<file path="config.mk">
export PLATFORM = sky130hd
export DESIGN_NAME = electronic_lock
export DESIGN_NICKNAME = d
export VERILOG_FILES = /design/src/rtl/electronic_lock.sv
export SDC_FILE = /design/constraint.sdc
export NUM_CORES = 1
export LEC_CHECK = 0
export ABC_AREA = 1
export CORE_AREA = 2 2 39 41
export CTS_CLUSTER_SIZE = 12
export DETAILED_ROUTE_END_ITERATION = 16
export DIE_AREA = 0 0 41 43
export SYNTH_ARGS = -nofsm -noshare
export SYNTH_HDL_FRONTEND = slang
export SYNTH_SLANG_ARGS = --single-unit
export TNS_END_PERCENT = 1
</file>
<file path="constraint.sdc">
create_clock -name clk -period 1.5 [get_ports clk]
set_input_delay 0.15 -clock clk [delete_from_list [all_inputs] [get_ports clk]]
set_output_delay 0.15 -clock clk [all_outputs]
set_load 0.01 [all_outputs]
</file>
<file path="src/rtl/electronic_lock.sv">
// Two-button sequential combination lock with overlap-aware progress fallback.
// Optional idle auto-relock from OPEN is enabled by ELECTRONIC_LOCK_AUTO_RELOCK_EN.
module electronic_lock #(
  parameter int unsigned CODE_LEN      = 4,
  parameter logic [6:0]  CODE          = 7'b0001101,
  parameter int unsigned RELOCK_CYCLES = 8
) (
  input  logic       clk,
  input  logic       rst,
  input  logic       b0,
  input  logic       b1,
  output logic       unlc,
  output logic [2:0] st
);

  localparam logic [7:0] CodeW   = {1'b0, CODE};
  localparam logic [2:0] OpenSt  = 3'(CODE_LEN);

  // Next progress for a press of digit d at progress p. When p == CODE_LEN the
  // fallback is limited to a proper prefix so that any press leaves OPEN.
  function automatic logic [2:0] calc_next(input int unsigned p, input logic d);
    logic [7:0]  cur;
    logic [7:0]  msk;
    logic [7:0]  seq;
    logic [7:0]  sfx;
    int unsigned best;
    cur = CodeW >> p;
    if (p < CODE_LEN && d == cur[0]) begin
      return 3'(p + 1);
    end
    msk  = (8'd1 << p) - 8'd1;
    seq  = (CodeW & msk) | (8'(d) << p);
    best = 0;
    for (int unsigned k = 1; k < 8; k++) begin
      if (k <= p && k < CODE_LEN) begin
        msk = (8'd1 << k) - 8'd1;
        sfx = (seq >> (p + 1 - k)) & msk;
        if (sfx == (CodeW & msk)) best = k;
      end
    end
    return 3'(best);
  endfunction

  logic [2:0] nxt0_tbl [8];
  logic [2:0] nxt1_tbl [8];

  for (genvar g = 0; g < 8; g++) begin : g_tbl
    if (g <= CODE_LEN) begin : g_used
      assign nxt0_tbl[g] = calc_next(g, 1'b0);
      assign nxt1_tbl[g] = calc_next(g, 1'b1);
    end else begin : g_unused
      assign nxt0_tbl[g] = 3'd0;
      assign nxt1_tbl[g] = 3'd0;
    end
  end

  logic [2:0] st_q, st_d;
  logic       unlc_q, unlc_d;

`ifdef ELECTRONIC_LOCK_AUTO_RELOCK_EN
  localparam logic [7:0] RelockW = 8'(RELOCK_CYCLES);
  logic [7:0] cnt_q, cnt_d;
`endif

  always_comb begin
    st_d = st_q;
    unique case ({b1, b0})
      2'b10:   st_d = nxt1_tbl[st_q];
      2'b01:   st_d = nxt0_tbl[st_q];
      2'b11:   st_d = 3'd0;
      default: st_d = st_q;
    endcase
`ifdef ELECTRONIC_LOCK_AUTO_RELOCK_EN
    cnt_d = 8'd0;
    if (!b0 && !b1 && st_q == OpenSt) begin
      cnt_d = cnt_q + 8'd1;
      if (cnt_d == RelockW) begin
        st_d  = 3'd0;
        cnt_d = 8'd0;
      end
    end
`endif
    unlc_d = (st_d == OpenSt);
  end

  always_ff @(posedge clk or negedge rst) begin
    if (!rst) begin
      st_q   <= 3'd0;
      unlc_q <= 1'b0;
    end else begin
      st_q   <= st_d;
      unlc_q <= unlc_d;
    end
  end

`ifdef ELECTRONIC_LOCK_AUTO_RELOCK_EN
  always_ff @(posedge clk or negedge rst) begin
    if (!rst) begin
      cnt_q <= 8'd0;
    end else begin
      cnt_q <= cnt_d;
    end
  end
`endif

  assign st   = st_q;
  assign unlc = unlc_q;

endmodule

</file>
==> flow_summary.json <==
{
  "num_rows": 14,
  "boundaryPins": 8,
  "placed_area_um2": 299,
  "via_per_inst": 3.77,
  "wl_um": 439,
  "core-area_um2": 1380,
  "power_frac_comb_pct": 13.8,
  "hold_violations": 0,
  "nFillCells": 164,
  "synth.net_count": 31,
  "relSlewSlack_pct": 83.2,
  "crit_slowest_cell": "clkdlybuf4s50_1",
  "antenna_found_initial": 0,
  "diodes": 0,
  "cts_htree_levels": 1,
  "path_buf_inv": 1,
  "synth_top_family_by_area": "simple AND/OR/NAND/NOR gates",
  "cts-root-buf": "clkbuf_4",
  "cp.arrival_ns": 1.19,
  "routabilityCongestion": 0.639,
  "synth.most_common_cell": "nand2_1",
  "drtIter0Drc": 1,
  "cts.sinks": 4,
  "p_clk_share_pct": 44.6,
  "max_stage_delay_ns": 0.56,
  "synth_top_area_cell": "dfrtp_1",
  "fin_skew_ns": 0.00226,
  "vdd_drop_max_mv": 0.291,
  "cellPowerDensity_nw_per_um2": 890,
  "worstSetupPathType": "flop to output pin",
  "p_int_uw": 223,
  "synthFlopType": "dfrtp_1",
  "yosysSeqAreaShare_pct": 47.9,
  "synth_area_leaders": "dfrtp_1, nand2_1, nor2_1",
  "max_freq_mhz": 745,
  "drive_above_1_share_pct": 18.9,
  "maxCapViolCount": 0,
  "ant_nets": 0,
  "synth-xor-area-share_pct": 0,
  "worst_setup_hold_path_clk_slew_ns": 0.04,
  "grt_max_degree": 7,
  "synth_edf_count": 0,
  "cts_buffer_depth": 2,
  "synth-compound-area-share_pct": 6.59,
  "p_switching_uw": 63.3,
  "die_area_um2": 1760,
  "p_leak_uw": 0.000145,
  "synth_fa_ha_area_share_pct": 0,
  "yosysWarnings": 0,
  "rsz0062_at_grt": "false",
  "worstSetupEndpointType": "output pin",
  "cp.required_ns": 1.35,
  "drc_errors": 0,
  "outcome": "completed",
  "cts_tree": "yes",
  "holdBufCountCts": 0,
  "synth-seq-cells": 4,
  "r2r_slack_ns": 0.45,
  "start_util_pct": 15.1,
  "syn-mean-instance-area_um2": 7.74,
  "die_x_um": 41,
  "netlist_top_cells_count": "nand2_1, nor2_1, dfrtp_1",
  "timing.setup.tns_ns": 0,
  "syn2layout_area_growth_pct": 53.9,
  "gr-usage-met3_pct": 1.57,
  "synthArstFlopShare_pct": 100,
  "die_h_um": 43,
  "synth_simple_gate_area_share_pct": 41.9,
  "grt_pass1_wl_um": 669,
  "nets": 43,
  "post_cts_buffers": 0,
  "met1_usage_pct": 6.54,
  "numPortBuffers": 7,
  "wire_per_inst_um": 8.28,
  "slew_violations": 0,
  "cp_max_fo": 6,
  "gr-total-overflow": 0,
  "power_frac_seq_pct": 41.7,
  "synthCells": 27,
  "startpoint_type": "flop",
  "firstDrtPassIters": 2,
  "synth_top_area_share_pct": 47.9,
  "crit_path_cell_trace": "clkdlybuf4s50_1",
  "synthMuxAreaShare_pct": 0,
  "vias": 200,
  "ctsResizeCount": 0,
  "worst_skew_pair.late_latency_ns": 0.23,
  "multi_input_area_um2": 101,
  "fin_area_um2": 322,
  "hold_path.class": "primary input to async pin",
  "swShare_pct": 22.1,
  "worst_slew_pin_slew_ns": 0.250,
  "cp_top_family": "buffers and inverters",
  "post-route-period-util_pct": 89.5,
  "numCtsBuffers": 3,
  "synth_area_um2": 209,
  "setup_viol_count_final": 0,
  "synth.distinct_cells": 11,
  "globalRouteTotalUtil_pct": 6.05,
  "busiest_layer": "met2",
  "final-seq-area_um2": 100,
  "gr-usage-met2_pct": 8.75,
  "dp_hpwl_um": 372,
  "min_period_ns": 1.34,
  "first_global_vias": 188
}
state kept, by name, indices dropped and copies added (netlist names):
signal  cells
st          3
unlc        1
final timing paths:
path | from | to | depth (start not counted)
max | st[0] | st[0] | 1
min | rst | st[1] | 1
max reg2reg | st[0] | unlc | 4
min reg2reg | st[2] | st[2] | 2
max in group asynchronous | rst | st[0] | 1
min in group clk | st[2] | st[2] | 2
cell families (layout without fill, tap and decap cells):
logic type | Yosys count | after routing
and+or+nand+nor | 19 | 19
AOI/OAI and AO/OA | 2 | 2
DFF | 4 | 4
buffers and inverters | 2 | 12
power by group through the flow:
stage	Combinational (uW)	Clock (uW)	Sequential, uW
finish	39.4	128	119
global route	44.1	137	120
CTS	40.3	137	120
detailed placement	40.0	0	121
global placement	39.8	0	120
floorplan	14.7	0	122
metal layers:
metal / routed length [um] / vias up
met5: 0 / -
met4: 0 / 0
met3: 23 / 0
met2: 221 / 4
met1: 195 / 91
li1: - / 105
cells in the final DEF, fill, tap and decap left out:
cell type,count
clkbuf_4,3
clkdlybuf4s50_1,7
dfrtp_1,4
inv_1,2
nand2_1,8
nand2_2,1
nand3_1,1
nand3_2,1
nand3b_1,1
nor2_1,6
nor2_2,1
o21ai_0,1
o21ai_2,1
metrics by stage:
step	util [%]	power (uW)	std cells	hold WS, ns	worst slack, ns
after floorplan	-	137	27	-0.146	0.528
after global placement	21.6	160	50	0.364	0.302
after detailed placement	21.6	161	50	0.369	0.281
after CTS	23.2	297	53	0.117	0.128
after global routing	23.2	301	53	0.131	0.101
final	23.2	286	53	0.123	0.158
layout make-up:
cell class | instances | area share, %
multi-input combinational | 21 | 31.5
sequential | 4 | 31.1
timing repair buffer | 7 | 21.8
clock buffer | 3 | 7.00
tap | 16 | 6.23
inverter | 2 | 2.33
(Power assumes the default switching activity.)
